**config.mk**
```make
export PLATFORM = sky130hd
export DESIGN_NAME = spi_arbiter_flat
export DESIGN_NICKNAME = d
export VERILOG_FILES = /design/src/rtl/spi_arbiter_if.sv /design/src/rtl/spi_arbiter.sv /design/src/flat_wrapper.sv
export SDC_FILE = /design/constraint.sdc
export NUM_CORES = 1
export LEC_CHECK = 0
export BUFFER_PORTS_ARGS = -buffer_cell sky130_fd_sc_hd__buf_4
export CAP_MARGIN = 15
export CORE_MARGIN = 2
export CORE_UTILIZATION = 30
export CTS_CLUSTER_SIZE = 10
export DETAILED_ROUTE_END_ITERATION = 8
export GPL_TIMING_DRIVEN = 0
export MAX_ROUTING_LAYER = met4
export REMOVE_ABC_BUFFERS = 1
export SLEW_MARGIN = 0
export SYNTH_ARGS = -nofsm -noshare
export SYNTH_HDL_FRONTEND = slang
export SYNTH_SLANG_ARGS = --single-unit
```
**constraint.sdc**
```tcl
create_clock -name clk -period 3.3 [get_ports clk]
set_clock_uncertainty 0.1 [all_clocks]
set_input_delay 0.66 -clock clk [delete_from_list [all_inputs] [get_ports clk]]
set_output_delay 0.66 -clock clk [all_outputs]
set_load 0.02 [all_outputs]
```
**src/rtl/spi_arbiter_if.sv**
```systemverilog
// Bundle of request/response and SPI-master-facing signals of the SPI arbiter.
// The slave modport is the arbiter side. The master modport is the side that drives it.
interface spi_arbiter_if #(
    parameter int NREQ = 4
);
    logic [NREQ-1:0]   req;
    logic [8*NREQ-1:0] req_data;
    logic [2*NREQ-1:0] req_mode;
    logic [8*NREQ-1:0] req_br;
    logic [NREQ-1:0]   gnt;
    logic              rsp_valid;
    logic [2:0]        rsp_id;
    logic [7:0]        rsp_data;
    logic              rsp_err;
    logic [7:0]        data_m;
    logic [7:0]        spcon;
    logic [7:0]        spibr;
    logic [7:0]        spssn;
    logic [7:0]        data_r_m;
    logic              tr_done;
    logic              busy;

    modport slave (
        input  req, req_data, req_mode, req_br, data_r_m, tr_done,
        output gnt, rsp_valid, rsp_id, rsp_data, rsp_err,
               data_m, spcon, spibr, spssn, busy
    );

    modport master (
        output req, req_data, req_mode, req_br, data_r_m, tr_done,
        input  gnt, rsp_valid, rsp_id, rsp_data, rsp_err,
               data_m, spcon, spibr, spssn, busy
    );
endinterface

```
**src/rtl/spi_arbiter.sv**
```systemverilog
// Round-robin arbiter that shares one SPI master among NREQ requesters.
// Each requester gets its own slave select, and each transfer has setup, hold and timeout framing.
module spi_arbiter #(
    parameter int NREQ      = 4,
    parameter int SETUP_CYC = 2,
    parameter int HOLD_CYC  = 2,
    parameter int TIMEOUT   = 4095
) (
    input  logic         clk,
    input  logic         rst,
    spi_arbiter_if.slave bus
);
    typedef enum logic [2:0] {IDLE, SETUP, XFER, HOLD, GAP} state_t;

    state_t      state, state_nxt;
    logic [11:0] cnt, cnt_nxt;
    logic [2:0]  rr_ptr, cur_id, win, win_hi, win_lo, ptr_nxt;
    logic        found, found_hi;
    logic [7:0]  sel_data, sel_br;
    logic [1:0]  sel_mode, mode_q;
    logic [7:0]  data_m_q, spibr_q, rsp_data_q;
    logic [2:0]  rsp_id_q;
    logic        rsp_err_q;
    logic        setup_last, hold_last, tmo, ssn_act;

    // Winner is the lowest requester at or above rr_ptr, else the lowest one overall (wrap).
    always_comb begin
        found    = 1'b0;
        found_hi = 1'b0;
        win_hi   = '0;
        win_lo   = '0;
        for (int i = NREQ - 1; i >= 0; i--) begin
            if (bus.req[i]) begin
                found  = 1'b1;
                win_lo = 3'(i);
                if (3'(i) >= rr_ptr) begin
                    found_hi = 1'b1;
                    win_hi   = 3'(i);
                end
            end
        end
        win     = found_hi ? win_hi : win_lo;
        ptr_nxt = (win == 3'(NREQ - 1)) ? 3'd0 : win + 3'd1;
    end

    always_comb begin
        sel_data = '0;
        sel_mode = '0;
        sel_br   = '0;
        for (int i = 0; i < NREQ; i++) begin
            if (win == 3'(i)) begin
                sel_data = bus.req_data[i*8 +: 8];
                sel_mode = bus.req_mode[i*2 +: 2];
                sel_br   = bus.req_br[i*8 +: 8];
            end
        end
    end

    assign setup_last = (cnt == 12'(SETUP_CYC - 1));
    assign hold_last  = (cnt == 12'(HOLD_CYC - 1));
    assign tmo        = (cnt == 12'(TIMEOUT - 1));

    always_ff @(posedge clk or posedge rst) begin
        if (rst) begin
            state <= IDLE;
            cnt   <= '0;
        end else begin
            state <= state_nxt;
            cnt   <= cnt_nxt;
        end
    end

    always_comb begin
        state_nxt = state;
        cnt_nxt   = cnt;
        case (state)
            IDLE: begin
                cnt_nxt = '0;
                if (found) state_nxt = SETUP;
            end
            SETUP: begin
                if (setup_last) begin
                    state_nxt = XFER;
                    cnt_nxt   = '0;
                end else begin
                    cnt_nxt = cnt + 12'd1;
                end
            end
            XFER: begin
                if (bus.tr_done || tmo) begin
                    state_nxt = HOLD;
                    cnt_nxt   = '0;
                end else begin
                    cnt_nxt = cnt + 12'd1;
                end
            end
            HOLD: begin
                if (hold_last) begin
                    state_nxt = GAP;
                    cnt_nxt   = '0;
                end else begin
                    cnt_nxt = cnt + 12'd1;
                end
            end
            GAP: begin
                state_nxt = IDLE;
                cnt_nxt   = '0;
            end
            default: begin
                state_nxt = IDLE;
                cnt_nxt   = '0;
            end
        endcase
    end

    // Transfer parameters are frozen at the grant edge, so later req changes cannot disturb them.
    always_ff @(posedge clk or posedge rst) begin
        if (rst) begin
            rr_ptr     <= '0;
            cur_id     <= '0;
            data_m_q   <= '0;
            mode_q     <= '0;
            spibr_q    <= '0;
            rsp_data_q <= '0;
            rsp_err_q  <= 1'b0;
            rsp_id_q   <= '0;
        end else begin
            if (state == IDLE && found) begin
                rr_ptr   <= ptr_nxt;
                cur_id   <= win;
                data_m_q <= sel_data;
                mode_q   <= sel_mode;
                spibr_q  <= sel_br;
            end
            if (state == XFER) begin
                if (bus.tr_done) begin
                    rsp_data_q <= bus.data_r_m;
                    rsp_err_q  <= 1'b0;
                end else if (tmo) begin
                    rsp_data_q <= 8'h00;
                    rsp_err_q  <= 1'b1;
                end
            end
            if (state == HOLD && hold_last) rsp_id_q <= cur_id;
        end
    end

    assign ssn_act = (state == SETUP) || (state == XFER) || (state == HOLD);

    always_comb begin
        bus.gnt = '0;
        for (int i = 0; i < NREQ; i++) begin
            bus.gnt[i] = !rst && found && (state == IDLE) && (win == 3'(i));
        end
        bus.spssn = 8'hFF;
        for (int i = 0; i < 8; i++) begin
            if (i < NREQ && ssn_act && cur_id == 3'(i)) bus.spssn[i] = 1'b0;
        end
    end

    assign bus.spcon     = {5'b0, mode_q, state == XFER};
    assign bus.spibr     = spibr_q;
    assign bus.data_m    = data_m_q;
    assign bus.busy      = (state != IDLE);
    assign bus.rsp_valid = (state == GAP);
    assign bus.rsp_id    = rsp_id_q;
    assign bus.rsp_data  = rsp_data_q;
    assign bus.rsp_err   = rsp_err_q;
endmodule

```
**src/flat_wrapper.sv**
```systemverilog
// flat-port wrapper written by rule: the top's interface ports become plain ports
module spi_arbiter_flat 
#(
    parameter int NREQ      = 4,
    parameter int SETUP_CYC = 2,
    parameter int HOLD_CYC  = 2,
    parameter int TIMEOUT   = 4095
)
  (clk, rst, bus_req, bus_req_data, bus_req_mode, bus_req_br, bus_data_r_m, bus_tr_done, bus_gnt, bus_rsp_valid, bus_rsp_id, bus_rsp_data, bus_rsp_err, bus_data_m, bus_spcon, bus_spibr, bus_spssn, bus_busy);
  spi_arbiter_if #(.NREQ(NREQ)) bus_i ();
  input  logic clk;
  input  logic rst;
  input wire logic [$bits(bus_i.req)-1:0] bus_req;
  input wire logic [$bits(bus_i.req_data)-1:0] bus_req_data;
  input wire logic [$bits(bus_i.req_mode)-1:0] bus_req_mode;
  input wire logic [$bits(bus_i.req_br)-1:0] bus_req_br;
  input wire logic [$bits(bus_i.data_r_m)-1:0] bus_data_r_m;
  input wire logic [$bits(bus_i.tr_done)-1:0] bus_tr_done;
  output wire logic [$bits(bus_i.gnt)-1:0] bus_gnt;
  output wire logic [$bits(bus_i.rsp_valid)-1:0] bus_rsp_valid;
  output wire logic [$bits(bus_i.rsp_id)-1:0] bus_rsp_id;
  output wire logic [$bits(bus_i.rsp_data)-1:0] bus_rsp_data;
  output wire logic [$bits(bus_i.rsp_err)-1:0] bus_rsp_err;
  output wire logic [$bits(bus_i.data_m)-1:0] bus_data_m;
  output wire logic [$bits(bus_i.spcon)-1:0] bus_spcon;
  output wire logic [$bits(bus_i.spibr)-1:0] bus_spibr;
  output wire logic [$bits(bus_i.spssn)-1:0] bus_spssn;
  output wire logic [$bits(bus_i.busy)-1:0] bus_busy;
  assign bus_i.req = bus_req;
  assign bus_i.req_data = bus_req_data;
  assign bus_i.req_mode = bus_req_mode;
  assign bus_i.req_br = bus_req_br;
  assign bus_i.data_r_m = bus_data_r_m;
  assign bus_i.tr_done = bus_tr_done;
  assign bus_gnt = bus_i.gnt;
  assign bus_rsp_valid = bus_i.rsp_valid;
  assign bus_rsp_id = bus_i.rsp_id;
  assign bus_rsp_data = bus_i.rsp_data;
  assign bus_rsp_err = bus_i.rsp_err;
  assign bus_data_m = bus_i.data_m;
  assign bus_spcon = bus_i.spcon;
  assign bus_spibr = bus_i.spibr;
  assign bus_spssn = bus_i.spssn;
  assign bus_busy = bus_i.busy;
  spi_arbiter #(.NREQ(NREQ), .SETUP_CYC(SETUP_CYC), .HOLD_CYC(HOLD_CYC), .TIMEOUT(TIMEOUT)) u_core (.clk(clk), .rst(rst), .bus(bus_i));
endmodule
```
Yosys cells after proc, flatten, opt, wreduce, memory -nomap -nowiden
Index checks and enable logic that the tools add are counted.
Widths: inputs -> output; s select.
- logic and storage cells: 110
- input port bits: 87
- memories kept: 0
- memory bits (writable): 0
- latch bits: 0
- ROM bits: 0
- output and inout port bits: 50
- register bits after elaboration: 51
- add/subtract/negate cells: 2
- bitwise gates (word level): 0
- divide/modulo/power cells: 0
- mux-type cells: 54
- reductions and logical operators: 24
- order comparisons: 4
- multiply operators: 0
- equal/unequal tests: 16
- shifts and indexed selects: 0
- operators by type and width (cell ; count):
    $mux 8 ; 10
    $mux 3 ; 15
    $mux 12 ; 2
    $pmux 12 s2 ; 1
    $eq 3x2->1 const B ; 6
    $mux 1 ; 18
    $mux 2 ; 7
    $add 12x1->12 const B ; 1
    $eq 12x1->1 const B ; 1
    $eq 12x12->1 const B ; 1
    $logic_and 1x1->1 ; 12
    $pmux 3 s4 ; 1
    $eq 3x1->1 const B ; 3
    $logic_not 3->1 ; 3
    $ne 2x1->1 const B ; 4
    $ge 1x3->1 const A ; 2
    $ge 2x3->1 const A ; 2
    $reduce_and 4->1 ; 1
    $add 3x1->3 const B ; 1
    $eq 3x3->1 const B ; 1
    $logic_or 1x1->1 ; 3
    $reduce_bool 3->1 ; 1
    $reduce_and 2->1 ; 1
    $reduce_bool 2->1 ; 1
    other kinds (2) ; 2

Longest topological paths before layout
- depth after elaboration: 15
- mapped depth: 11
- mapped depth without buffers: 9

Least setup slack after synthesis
Ideal clock, no wire load.
- path kind: input-to-output
- start point: in bus_req[2]
- end point: out bus_gnt[3]
- buffers on the path: 2
- arrival time: 2.241 ns
- setup slack: 0.299 ns
- required time: 2.540 ns
- stages: 7
- path through: mux2i_1 > nor2_1 > nor3_1 > ha_1 > clkbuf_1 > clkbuf_1 > and3_1
- word-level cells in the longest chain between the ends: 8
- elaborated cells between the ends (all ways): 21
- those cells by class: 1 x eq/ne; 17 x mux; 3 x reduce/logical
- ends and longest elaborated chain (what ; line ; RTL):
    start: declaration ; flat_wrapper.sv:13 ; input wire logic [$bits(bus_i.req)-1:0] bus_req;
    $mux 3 / $mux 1 (equally long branches) ; spi_arbiter.sv:33 ; if (bus.req[i]) begin
    $mux 3 / $mux 1 (equally long branches) ; spi_arbiter.sv:36 ; if (3'(i) >= rr_ptr) begin
    $mux 3 / $mux 1 (equally long branches) ; spi_arbiter.sv:33 ;
    $mux 3 / $mux 1 (equally long branches) ; spi_arbiter.sv:36 ;
    $mux 3 / $mux 1 (equally long branches) ; spi_arbiter.sv:33 ;
    $mux 3 (*) ; spi_arbiter.sv:42 ; win = found_hi ? win_hi : win_lo;
    via u_core.win[0] ; spi_arbiter.sv:17 ; logic [2:0] rr_ptr, cur_id, win, win_hi, win_lo, ptr_nxt;
    $eq 3x2->1 (*) ; spi_arbiter.sv:153 ; bus.gnt[i] = !rst && found && (state == IDLE) && (win == 3'(i));
    $logic_and 1x1->1 (*) ; spi_arbiter.sv:153 ;
    end: declaration ; flat_wrapper.sv:19 ; output wire logic [$bits(bus_i.gnt)-1:0] bus_gnt;
Mark *: on every way through the listed nets, which the timed path passes. The rest lies on a longest branch.

Final worst setup path
- start point: in bus_req[0]
- end point: out bus_gnt[2]
- word-level cells in the longest chain between the ends: 4
- elaborated cells between the ends (all ways): 9
- those cells by class: 1 x eq/ne; 5 x mux; 3 x reduce/logical
- ends and longest elaborated chain (what ; line):
    $mux 3 / $mux 1 (equally long branches) ; spi_arbiter.sv:33
    $mux 3 (*) ; spi_arbiter.sv:42
    via u_core.win[1] ; spi_arbiter.sv:17
    $eq 3x2->1 (*) ; spi_arbiter.sv:153
    $logic_and 1x1->1 (*) ; spi_arbiter.sv:153
Marked as above.

==> qor.csv <==
stage;metric;value;unit
clocking;CTS tree;done;
setup_path;crit path DAT;2.32;ns
run_status;status;complete, no violations;
die;Ports;137;
synth;Compound-Gate Fraction of Synth Area;0.234;
cells_and_area;post-route insts no fill;534;
global_routing;largest net degree at the start of global routing;38;
global_routing;all-layer global routing usage;0.149;
sta;Tmin final;3.08;ns
die;Die Y;101;um
die;die area;10200;um2
setup_path;most numerous cell on the critical path;buf_4;
sta;RSZ-0062 raised after global routing;false;
sta;max_slew headroom;0.355;
cells_and_area;layout cells sized above 1;0.376;
setup_path;R2R cell count;9;
synth;Mapped Cells;308;
sta;Final WS setup;0.218;ns
synth;mux contribution to synthesized area;0.0116;
synth;Syn Area/Cell;9.13;um2
cells_and_area;Fillers;919;
pwr;pwr dens;825;nW/um2
placement;routability cong.;0.760;
cells_and_area;Area Growth Syn to Fin;40.3;%
sta;final hold viol count;0;
placement;placed insts;525;
drt;Antenna Nets Post-Route;0;
setup_path;Max stage delay on crit path;0.60;ns
clocking;CTS root buffer;clkbuf_8;
synth;Synth Area in Adders;0.0311;
drt;DR vias;2619;
setup_path;slowest stage cell on the critical path;ha_2;
placement;DP Wirelength;5730;um
clocking;Skew-Pair Late Insertion Delay;0.31;ns
setup_path;Buf/Inv on CP;3;
die;# rows;35;
setup_path;CP Launch Type;input port;
setup_path;critical-path cell list;buf_4 > a21oi_1 > o21a_1 > o22ai_1 > inv_1 > ha_2 > and3_1 > buf_4;
setup_path;flop2flop setup slack;0.56;ns
clocking;CTS Hold Buffers Added;0;
placement;Port Buffers;126;
drt;First-pass DRT Iterations;4;
synth;post-synthesis xor/xnor area fraction;0.0343;
synth;flops & latches, synth;48;
drt;final WL;7690;um
clocking;CTS H-tree lvls;2;
sta;fmax;324;MHz
synth;sequential cell area fraction in the yosys report;0.427;
sta;fin. max-slew vios;0;
synth;Netlist cell types;41;
min_path;Hold WC Path Type;input port to asynchronous set/reset pin;
synth;Post-synth EDFFs;0;
global_routing;first-pass GRT wire length;11800;um
sta;fin crit share;0.934;
drt;Avg Vias per Cell;4.90;
setup_path;worst r2r dst;u_core.bus.data_m[2]$_DFFE_PP0P_;
synth;most frequent cell after synthesis;dfrtp_1;
pwr;Leakage;1.98;nW
synth;Mapped Area;2810;um2
synth;synth warn;0;
setup_path;CP endpoint kind;output pin;
setup_path;WS Path Type;input port to output pin;
placement;Worst Setup Slack post-DPL;-0.350;ns
setup_path;Worst R2R Start;u_core.rr_ptr[1]$_DFFE_PP0P_;
synth;leading post-synthesis cells by instance count;48 x dfrtp_1, 40 x a21oi_1, 28 x nor2_1;
cells_and_area;Final #Nets;516;
die;die width;101;um
global_routing;initial antenna violation count;0;
setup_path;Top Family by Delay on Critical Path;adder cells;
synth;Async SR Flop Fraction;1.00;
synth;dominant cell type by area after synthesis;dfrtp_1;
drt;post-DR wirelength/cell;14.4;um
synth;top cells by area, synth;dfrtp_1 43%, a21oi_1 7.1%, a221oi_1 5.9%;
synth;Yosys top cell area share;0.427;
drt;initial DRC count;100;
clocking;clock slew at reported path FFs;0.09;ns
drt;DRC viols;0;
global_routing;vias in the first global route;2350;
clocking;Sink Count;48;
global_routing;GRT overflow;0;
setup_path;WP data required;2.54;ns
job;Max-Cap Viols;0;
clocking;Num CTS Buffers;5;
pwr;worst vdd ir;0.258;mV
clocking;maximum clock path buffer count;2;
sta;final count of negative-setup-slack endpoints;0;
die;core area;9150;um2
synth;ys flop type;dfrtp_1;
setup_path;CP max FO;37;
sta;Setup TNS Final;0;ns
die;Starting Density;0.307;
cells_and_area;n_diodes;0;
sta;Worst Max-Slew Pin Slew;0.968;ns
sta;Fin Hold WS;0.231;ns
synth;Synth Area in Simple Gates;0.161;
synth;largest family of logic cells by synthesized area;compound AO/OA/AOI/OAI gates;
-- stage by stage --
| step | util | total power, mW | instance area, um2 |
|---|---|---|---|
| floorplan | - | 2.13 | 2670 |
| global placement | 0.410 | 2.78 | 3750 |
| detailed placement | 0.417 | 2.85 | 3820 |
| CTS | 0.429 | 3.29 | 3930 |
| global route | 0.431 | 3.52 | 3950 |
| finish | 0.431 | 3.26 | 3950 |
-- layer usage --
layer	vias to the layer above	share of wire	GRT usage
met1	1208	0.44	0.190
met2	103	0.46	0.241
met5	-	0	-
met3	11	0.082	0.0312
li1	1297	-	-
met4	0	0.017	0.0390
-- cell usage in the layout, fill, tap and decap left out, types with 10 or more instances in the layout --
master	count
a211o_1	17
a21oi_1	40
a221oi_1	19
buf_4	127
conb_1	10
dfrtp_1	48
inv_1	26
nand2_1	12
nor2_1	27
nor2_2	10
xor2_1	10
-- cell type report --
type	instances	area [um2]	share of cell area
Inverter	27	101	0.0257
Tap cell	111	139	0.0352
Timing Repair Buffer	130	1020	0.257
Clock inverter	3	42.5	0.0108
Multi-Input combinational cell	210	1380	0.349
Sequential cell	48	1200	0.304
Clock buffer	5	68.8	0.0174
-- worst register-to-register path, cell delays in order (launching register included) --
cell,delay (ns)
dfrtp_1,0.46
mux2i_1,0.22
nor2_1,0.07
nor3_2,0.31
ha_2,0.50
nor2b_1,0.17
buf_4,0.22
a221oi_1,0.37
a211o_1,0.16
a21oi_1,0.06
-- sequential cells by signal (all words and copies together) (netlist names) --
signal and count:
u_core.mode_q 2, u_core.bus.data_m 8, u_core.rr_ptr 2, u_core.cnt 12
u_core.bus.rsp_id 2, u_core.bus.rsp_err 1, u_core.bus.spibr 8, u_core.bus.rsp_data 8
u_core.cur_id 2, u_core.state 3
-- kinds of logic (layout without fill, tap and decap cells) --
group           Yosys count  after routing
simple gates             86             86
mux                       3              3
xor+xnor                 11             11
flops                    48             48
buf+inv                  58            165
other cells               2             10
compound gates           93             93
fa+ha+maj                 7              7
-- how the worst max path moves through the flow --
stage	startpoint	cells after the start	slack [ns]	endpoint
2_1_floorplan	bus_req[2]	5	0.18	bus_gnt[3]
4_1_cts	u_core.rr_ptr[1]$_DFFE_PP0P_	6	-0.04	bus_gnt[1]
6_report	bus_req[0]	8	0.22	bus_gnt[2]
5_1_grt	u_core.rr_ptr[1]$_DFFE_PP0P_	7	0.04	bus_gnt[2]
3_3_place_gp	bus_req[2]	7	-0.41	bus_gnt[3]
3_5_place_dp	bus_req[0]	9	-0.35	u_core.bus.data_m[2]$_DFFE_PP0P_
-- where the power goes --
part | internal (mW) | switching, mW
registers | 0.817 | 0.175
logic | 0.817 | 1.02
clock network | 0.225 | 0.207
-- what timing repair did --
item / in CTS / in global routing
buffers inserted: 0 / 0
gates resized for setup: 1 / 3
endpoints found under the setup margin: 4 / 5
(Power assumes the default switching activity.)
